==> src/rtl/rr_mux.sv <==
// N-channel arbitrating mux with a single registered output stage.
// Round-robin or fixed-priority grant selected by the RR parameter.
module rr_mux #(
    parameter int WIDTH = 4,
    parameter int N     = 4,
    parameter int RR    = 1
) (
    input  logic                 i_clk,
    input  logic                 i_rst_n,
    input  logic [N*WIDTH-1:0]   i_data,
    input  logic [N-1:0]         i_valid,
    output logic [N-1:0]         o_ready,
    output logic [WIDTH-1:0]     o_data,
    output logic                 o_valid,
    input  logic                 i_ready,
    output logic [$clog2(N)-1:0] o_sel
);

    localparam int SW = $clog2(N);

    logic [WIDTH-1:0] data_q;
    logic [SW-1:0]    sel_q;
    logic             valid_q;
    logic [SW-1:0]    ptr_q;
    logic [SW-1:0]    ptr_d;

    logic             load_en;
    logic             found;
    logic [SW-1:0]    gnt_idx;
    logic [WIDTH-1:0] gnt_data;
    logic [N-1:0]     gnt_oh;

    assign load_en = !valid_q || i_ready;

    // Search starts at ptr and wraps; fixed-priority mode always starts at 0.
    always_comb begin : p_grant
        int base;
        int idx;
        found    = 1'b0;
        gnt_idx  = '0;
        gnt_data = '0;
        gnt_oh   = '0;
        idx      = 0;
        base     = (RR != 0) ? int'(ptr_q) : 0;
        for (int off = 0; off < N; off++) begin
            idx = base + off;
            if (idx >= N) begin
                idx = idx - N;
            end
            if (!found && i_valid[idx]) begin
                found       = 1'b1;
                gnt_idx     = SW'(idx);
                gnt_data    = i_data[idx*WIDTH +: WIDTH];
                gnt_oh[idx] = 1'b1;
            end
        end
    end

    always_comb begin
        ptr_d = ptr_q;
        if (RR != 0 && found) begin
            ptr_d = (int'(gnt_idx) == N - 1) ? '0 : gnt_idx + SW'(1);
        end
    end

    assign o_ready = (i_rst_n && load_en) ? gnt_oh : '0;

    always_ff @(posedge i_clk) begin
        if (!i_rst_n) begin
            data_q  <= '0;
            sel_q   <= '0;
            valid_q <= 1'b0;
            ptr_q   <= '0;
        end else if (load_en) begin
            ptr_q <= ptr_d;
            if (found) begin
                data_q  <= gnt_data;
                sel_q   <= gnt_idx;
                valid_q <= 1'b1;
            end else begin
                valid_q <= 1'b0;
            end
        end
    end

    assign o_data  = data_q;
    assign o_sel   = sel_q;
    assign o_valid = valid_q;

endmodule

==> config.mk <==
export PLATFORM = sky130hd
export DESIGN_NAME = rr_mux
export DESIGN_NICKNAME = d
export VERILOG_FILES = /design/src/rtl/rr_mux.sv
export SDC_FILE = /design/constraint.sdc
export NUM_CORES = 1
export LEC_CHECK = 0
export CAP_MARGIN = 20
export CORE_AREA = 2 2 58 60
export CTS_CLUSTER_DIAMETER = 50
export DETAILED_ROUTE_END_ITERATION = 10
export DIE_AREA = 0 0 60 62
export GPL_ROUTABILITY_DRIVEN = 0
export GPL_TIMING_DRIVEN = 0
export PLACE_DENSITY = 0.78
export REMOVE_ABC_BUFFERS = 1
export SLEW_MARGIN = 20
export SYNTH_ARGS = -nofsm -noshare
export SYNTH_HDL_FRONTEND = slang
export SYNTH_SLANG_ARGS = --single-unit
==> constraint.sdc <==
create_clock -name i_clk -period 3.8 [get_ports i_clk]
set_input_delay 0.95 -clock i_clk [delete_from_list [all_inputs] [get_ports i_clk]]
set_output_delay 0.95 -clock i_clk [all_outputs]
set_load 0.005 [all_outputs]
==> flow_summary.ini, run 1 <==
[final_layout]
nFillCells = 272
layout-drive-gt1-share_pct = 30.27
area_delta_synth_final_pct = 41.01
diodes = 0
nets = 215

[timing]
fmax_mhz = 268.9
tightest_slew_ns = 0.6158
max_slew_margin_pct = 58.86
fin_crit_ns = 3.719
grt_setup_unrepaired = false
timing.final.crit_share_pct = 97.88
clock_skew_ns = 0.007793
slew_violations = 0
setup_viol_count_final = 0
fin_ws_ns = 0.08072
final_hold_viol_count = 0

[setup_path]
crit_arrival_ns = 2.77
r2r_slack_ns = 0.81
worstPathCellList = clkdlybuf4s15_2 -> mux4_2 -> nor2b_4 -> buf_4 -> a22oi_1 -> or2_2 -> a21oi_1 -> dlygate4sd2_1
slowest_stage = mux4_2
cp_data_required_time_ns = 2.85
path_delay_family = buffers and inverters
path_class = in2out
start_kind = primary input
cp_max_fo = 8
r2r_cells = 10
r2r-end = ptr_q[1]$_SDFFE_PN0P_
path_buf_inv = 3
end_kind = output port
slowest_delay_ns = 0.56

[die]
start_util_pct = 42.23
rows = 21
die_y_um = 62
die_area_um2 = 3720
die_w_um = 60
num_io_pins = 34
core_um2 = 3179

[place]
place_ws_ns = -1.196
io_buffers = 33
dpl.hpwl_um = 2625

[yosys]
synthMostInstantiatedCell = mux4_2
synth_top_area_share_pct = 26.84
synth_area_per_cell_um2 = 9.259
synth_cell_types = 38
async_flop_share_pct = 0
ys.flop_type = dfxtp_1
synth.largest_area_cell = mux4_2
synth_common_cells = mux4_2 (16), a21oi_1 (14), a22oi_1 (9), dfxtp_1 (9), o21ai_0 (8)
synth_warnings = 0
synthCells = 145
ys_ff_latch = 9
netlist_area_um2 = 1343
synth-edff-count = 0
synthTopCellsByArea = mux4_2 (27%), dfxtp_1 (13%), ha_1 (5.6%)
ys_seq_area_share_pct = 13.42

[route]
drtIter0Drc = 63
post_drt_wl_per_cell_um = 18.15
routed_wl_um = 4193
dr.pass1.iters = 6
vias = 1469
route.antenna.remaining_nets = 0
viasPerCell = 6.359
drc = 0

[power_and_ir_drop]
power_uw = 1528
ir_worst_vdd_mv = 0.3694
cellLeakagePower_uw = 0.0006747
powerDensity_nw_per_um2 = 807.2

[clocking]
cts_buffer_depth = 2
cts_buffers = 3
clock-sinks = 9
cts_tree = done
path_clk_slew_ns = 0.06
clk_latency_ns = 0.26
cts_root_buf = clkbuf_4
cts_max_level = 1

[global_route]
globalRouteOverflowTotal = 0
grt_pass1_vias = 1417
grt_usage_pct = 23.34
grt_first_pass_wirelength_um = 6541
antenna_found_initial = 0
grt_max_degree = 18

[worst_hold_path]
whs_path_depth = 1
hold_path_startpoint = o_data[2]$_SDFFE_PN0P_
hold_path_end = o_data[2]$_SDFFE_PN0P_
hold_path.class = reg2reg

[run_status]
outcome = completed

[run]
maxCapViolCount = 0
==> placed cells by master, fill, tap and decap left out, types with 3 or more instances in the layout <==
cell / Yosys / layout
a32o_1: 4 / 4
inv_1: 7 / 5
a22oi_1: 9 / 8
buf_4: 0 / 12
o21ai_0: 8 / 8
a211oi_1: 5 / 5
dlygate4sd2_1: 0 / 4
a21oi_1: 14 / 14
nand3_1: 4 / 4
mux2_2: 4 / 4
o221ai_1: 5 / 5
clkbuf_4: 0 / 3
dfxtp_1: 9 / 7
nor2_1: 5 / 5
clkdlybuf4s50_1: 0 / 25
nand3b_1: 4 / 4
mux4_2: 16 / 16
or2_2: 4 / 4
ha_1: 6 / 5
nand2_1: 6 / 6
==> cells by family (layout without fill, tap and decap cells) <==
logic type	count (synthesis)	in the layout	synth area share, %
AO/OA/AOI/OAI	49	49	24.88
XOR/XNOR	1	1	0.6525
adder cells (fa/ha/maj)	6	6	5.592
buffers and inverters	19	58	6.990
flip-flops	9	9	13.42
multiplexers	22	23	31.69
AND/OR/NAND/NOR	39	39	16.78
==> what timing repair did <==
action	CTS	global route
hold buffers	0	0
resized for setup	33	0
cloned	2	0
setup buffers	11	1
endpoints found under the setup margin	5	1
pin swaps	1	0
==> how the worst max path moves through the flow <==
stage,from,to,depth (start not counted)
final,i_valid[2],o_ready[2],8
after global routing,i_valid[2],o_ready[2],8
after detailed placement,ptr_q[1]$_SDFFE_PN0P_,o_ready[1],8
after floorplan,flop,o_ready[0],7
after global placement,flop,o_ready[2],8
after CTS,i_valid[2],o_ready[2],8
==> through the flow <==
| stage | std cells | cell area (µm²) | hold WS, ns | utilization [%] | setup TNS (ns) |
|---|---|---|---|---|---|
| after CTS | 230 | 1886 | 0.4859 | 59.31 | 0 |
| final | 231 | 1893 | 0.4878 | 59.54 | 0 |
| after global routing | 231 | 1893 | 0.5082 | 59.54 | 0 |
| after floorplan | 133 | 1275 | 0.4657 | - | -2.955 |
| after global placement | 212 | 1663 | 0.4553 | 52.30 | -9.202 |
| after detailed placement | 213 | 1692 | 0.4719 | 53.21 | -4.736 |
==> cell type report <==
class | instances | area [µm²] | area share, %
tap | 46 | 57.56 | 3.040
timing repair buffer | 47 | 467.9 | 24.72
clock buffer | 4 | 26.28 | 1.388
inverter | 7 | 30.03 | 1.586
multi-input combinational | 118 | 1124 | 59.35
sequential | 9 | 187.7 | 9.914
==> per-layer routing <==
| metal | global-route usage [%] | wire [µm] | part of all wire (%) |
|---|---|---|---|
| met5 | 0 | 0 | 0 |
| met4 | 13.33 | 139 | 3.3 |
| met3 | 2.692 | 339 | 8.1 |
| met2 | 40.68 | 2101 | 50 |
| met1 | 27.96 | 1613 | 38 |
==> power breakdown <==
part / leakage, µW / total, µW / switching, µW / internal [µW]
Sequential: 0.0000758 / 176 / 33.9 / 142
Combinational: 0.000584 / 1280 / 604 / 674
Clock: 0.0000150 / 73.9 / 33.5 / 40.4
Note: power is estimated with default switching activity, not from simulation.
==> run 2: changes to the inputs <==
SLEW_MARGIN = unset   (was 20)
==> run 2 against run 1 <==
Against the previous run:
- fmax decreased by 0.63%
- clock-buffer cell count did not move
- via count grew 0.82%
- clock skew down 0.0041 ns
- critical path type unchanged
- sequential power barely moved
- register-to-register slack improved by 0.07 ns
- cell area fell by 1.6%
- sequential share of layout area rose by 0.16 points
- hold slack improved by 0.0041 ns
- total power down 2.7%
- die area is the same
- non-clock buffer count is 1 higher
==> flow_summary.ini, run 2 (synthesis gave the netlist of run 1 again) <==
[die]
die_area_um2 = 3720
start_util_pct = 42.23
rows = 21
die_y_um = 62
num_io_pins = 34
core_um2 = 3179
die_w_um = 60

[clocking]
cts_tree = done
cts_buffer_depth = 2
cts_max_level = 1
path_clk_slew_ns = 0.06
ctsHoldBuffers = 0
cts_root_buf = clkbuf_4
clock-sinks = 9
clk_latency_ns = 0.26
cts_buffers = 3

[timing]
final_hold_viol_count = 0
timing.final.crit_share_pct = 98.50
fin_crit_ns = 3.743
clock_skew_ns = 0.003732
tns_ns = 0
hold_slack_ns = 0.4919
tightest_slew_ns = 0.5648
slew_violations = 0
grt_setup_unrepaired = false
setup_viol_count_final = 0
max_slew_margin_pct = 62.27
fmax_mhz = 267.2

[route]
route.antenna.remaining_nets = 0
routed.top_layer = met4
wl_met1_um = 1659
post_drt_wl_per_cell_um = 18.01
drc = 0
routed_wl_um = 4179
viasPerCell = 6.384
met2_length_um = 2121
drtIter0Drc = 107
wl_met3_um = 340
dr.pass1.iters = 4
vias = 1481

[setup_path]
slowest_stage = mux4_2
crit_arrival_ns = 2.79
path_delay_family = buffers and inverters
crit_path_frequent_cell = buf_4
slowest_delay_ns = 0.55
worstPathCellList = clkdlybuf4s15_2 -> mux4_2 -> buf_4 -> buf_4 -> a22oi_1 -> or2_2 -> a21oi_1 -> dlygate4sd2_1
end_kind = output port
path_class = in2out
startpoint = i_valid[2]
cp_data_required_time_ns = 2.85
path_buf_inv = 4
cp_max_fo = 15
start_kind = primary input

[global_route]
grt_first_pass_wirelength_um = 6320
globalRouteOverflowTotal = 0
grt_pass1_vias = 1329
grt_max_degree = 20
antenna_found_initial = 0
grt_usage_pct = 22.60

[power_and_ir_drop]
ir_worst_vdd_mv = 0.3153
intPower_uw = 816.8
p_switching_uw = 669.3
p_sw_share_pct = 45.04
cellLeakagePower_uw = 0.0006635
p_comb_share_pct = 82.9
powerDensity_nw_per_um2 = 797.6
clkPwrFrac_pct = 5.0
power_uw = 1486
seqPwrFrac_pct = 12.1

[final_layout]
layout_common_cells = clkdlybuf4s50_1 (25), mux4_2 (16), a21oi_1 (14), buf_4 (13)
diodes = 0
area_delta_synth_final_pct = 38.77
fin_area_um2 = 1863
layout-drive-gt1-share_pct = 30.11
final_util_pct = 58.60
nets = 216
mostFrequentLayoutCell = clkdlybuf4s50_1

[worst_hold_path]
hold_path_startpoint = o_data[2]$_SDFFE_PN0P_
hold_path.class = reg2reg

[place]
dpl-instance-area_um2 = 1664
io_buffers = 33
dpl.hpwl_um = 2584

[run]
maxCapViolCount = 0

[run_status]
outcome = completed
-- run 2: cell types whose count changed in the layout (fill, tap and decap cells not counted) --
cell / delta
buf_6: +2
inv_1: +1
buf_4: +1
buf_16: -1
inv_2: -1
bufbuf_16: -1
-- run 2: final timing paths --
| check | to | slack, ns | depth (start not counted) |
|---|---|---|---|
| setup / recovery | o_ready[2] | 0.06 | 8 |
| hold / removal | o_data[2]$_SDFFE_PN0P_ | 0.49 | 1 |
| setup reg to reg | ptr_q[1]$_SDFFE_PN0P_ | 0.88 | 9 |
| hold reg to reg | o_data[2]$_SDFFE_PN0P_ | 0.49 | 1 |
-- run 2: stage by stage --
| stage | setup WS [ns] | std cells |
|---|---|---|
| 4_1_cts | 0.1146 | 228 |
| 2_1_floorplan | -0.7154 | 133 |
| 5_1_grt | 0.005320 | 232 |
| 3_5_place_dp | -1.248 | 212 |
| 6_report | 0.05714 | 232 |
| 3_3_place_gp | -1.631 | 212 |
-- run 2: area by class of cell --
type | count | area (µm²)
Fill cell | 283 | 1316
Multi-Input combinational cell | 118 | 1124
Timing Repair Buffer | 48 | 437.9
Sequential cell | 9 | 187.7
Tap cell | 46 | 57.56
Inverter | 7 | 30.03
Clock buffer | 4 | 26.28
-- run 2: power groups by stage --
stage               Combinational, µW  Clock, µW  Sequential [µW]
CTS                              1150       74.7              193
global route                     1320       81.0              184
floorplan                         675          0              225
detailed placement                929          0              247
global placement                  902          0              238
finish                           1230       74.6              179
-- run 2: timing repair --
action	in CTS	in global routing
setup buffers	11	4
resized for setup	32	0
hold endpoints to repair	0	0
setup endpoints to repair	5	2
pin swaps	1	0
cloned	1	0
-- run 2: routing by layer --
metal | vias to the layer above | track usage, %
met4 | 0 | 10.16
met1 | 705 | 29.12
met3 | 8 | 2.277
li1 | 668 | -
met2 | 100 | 38.51
met5 | - | 0
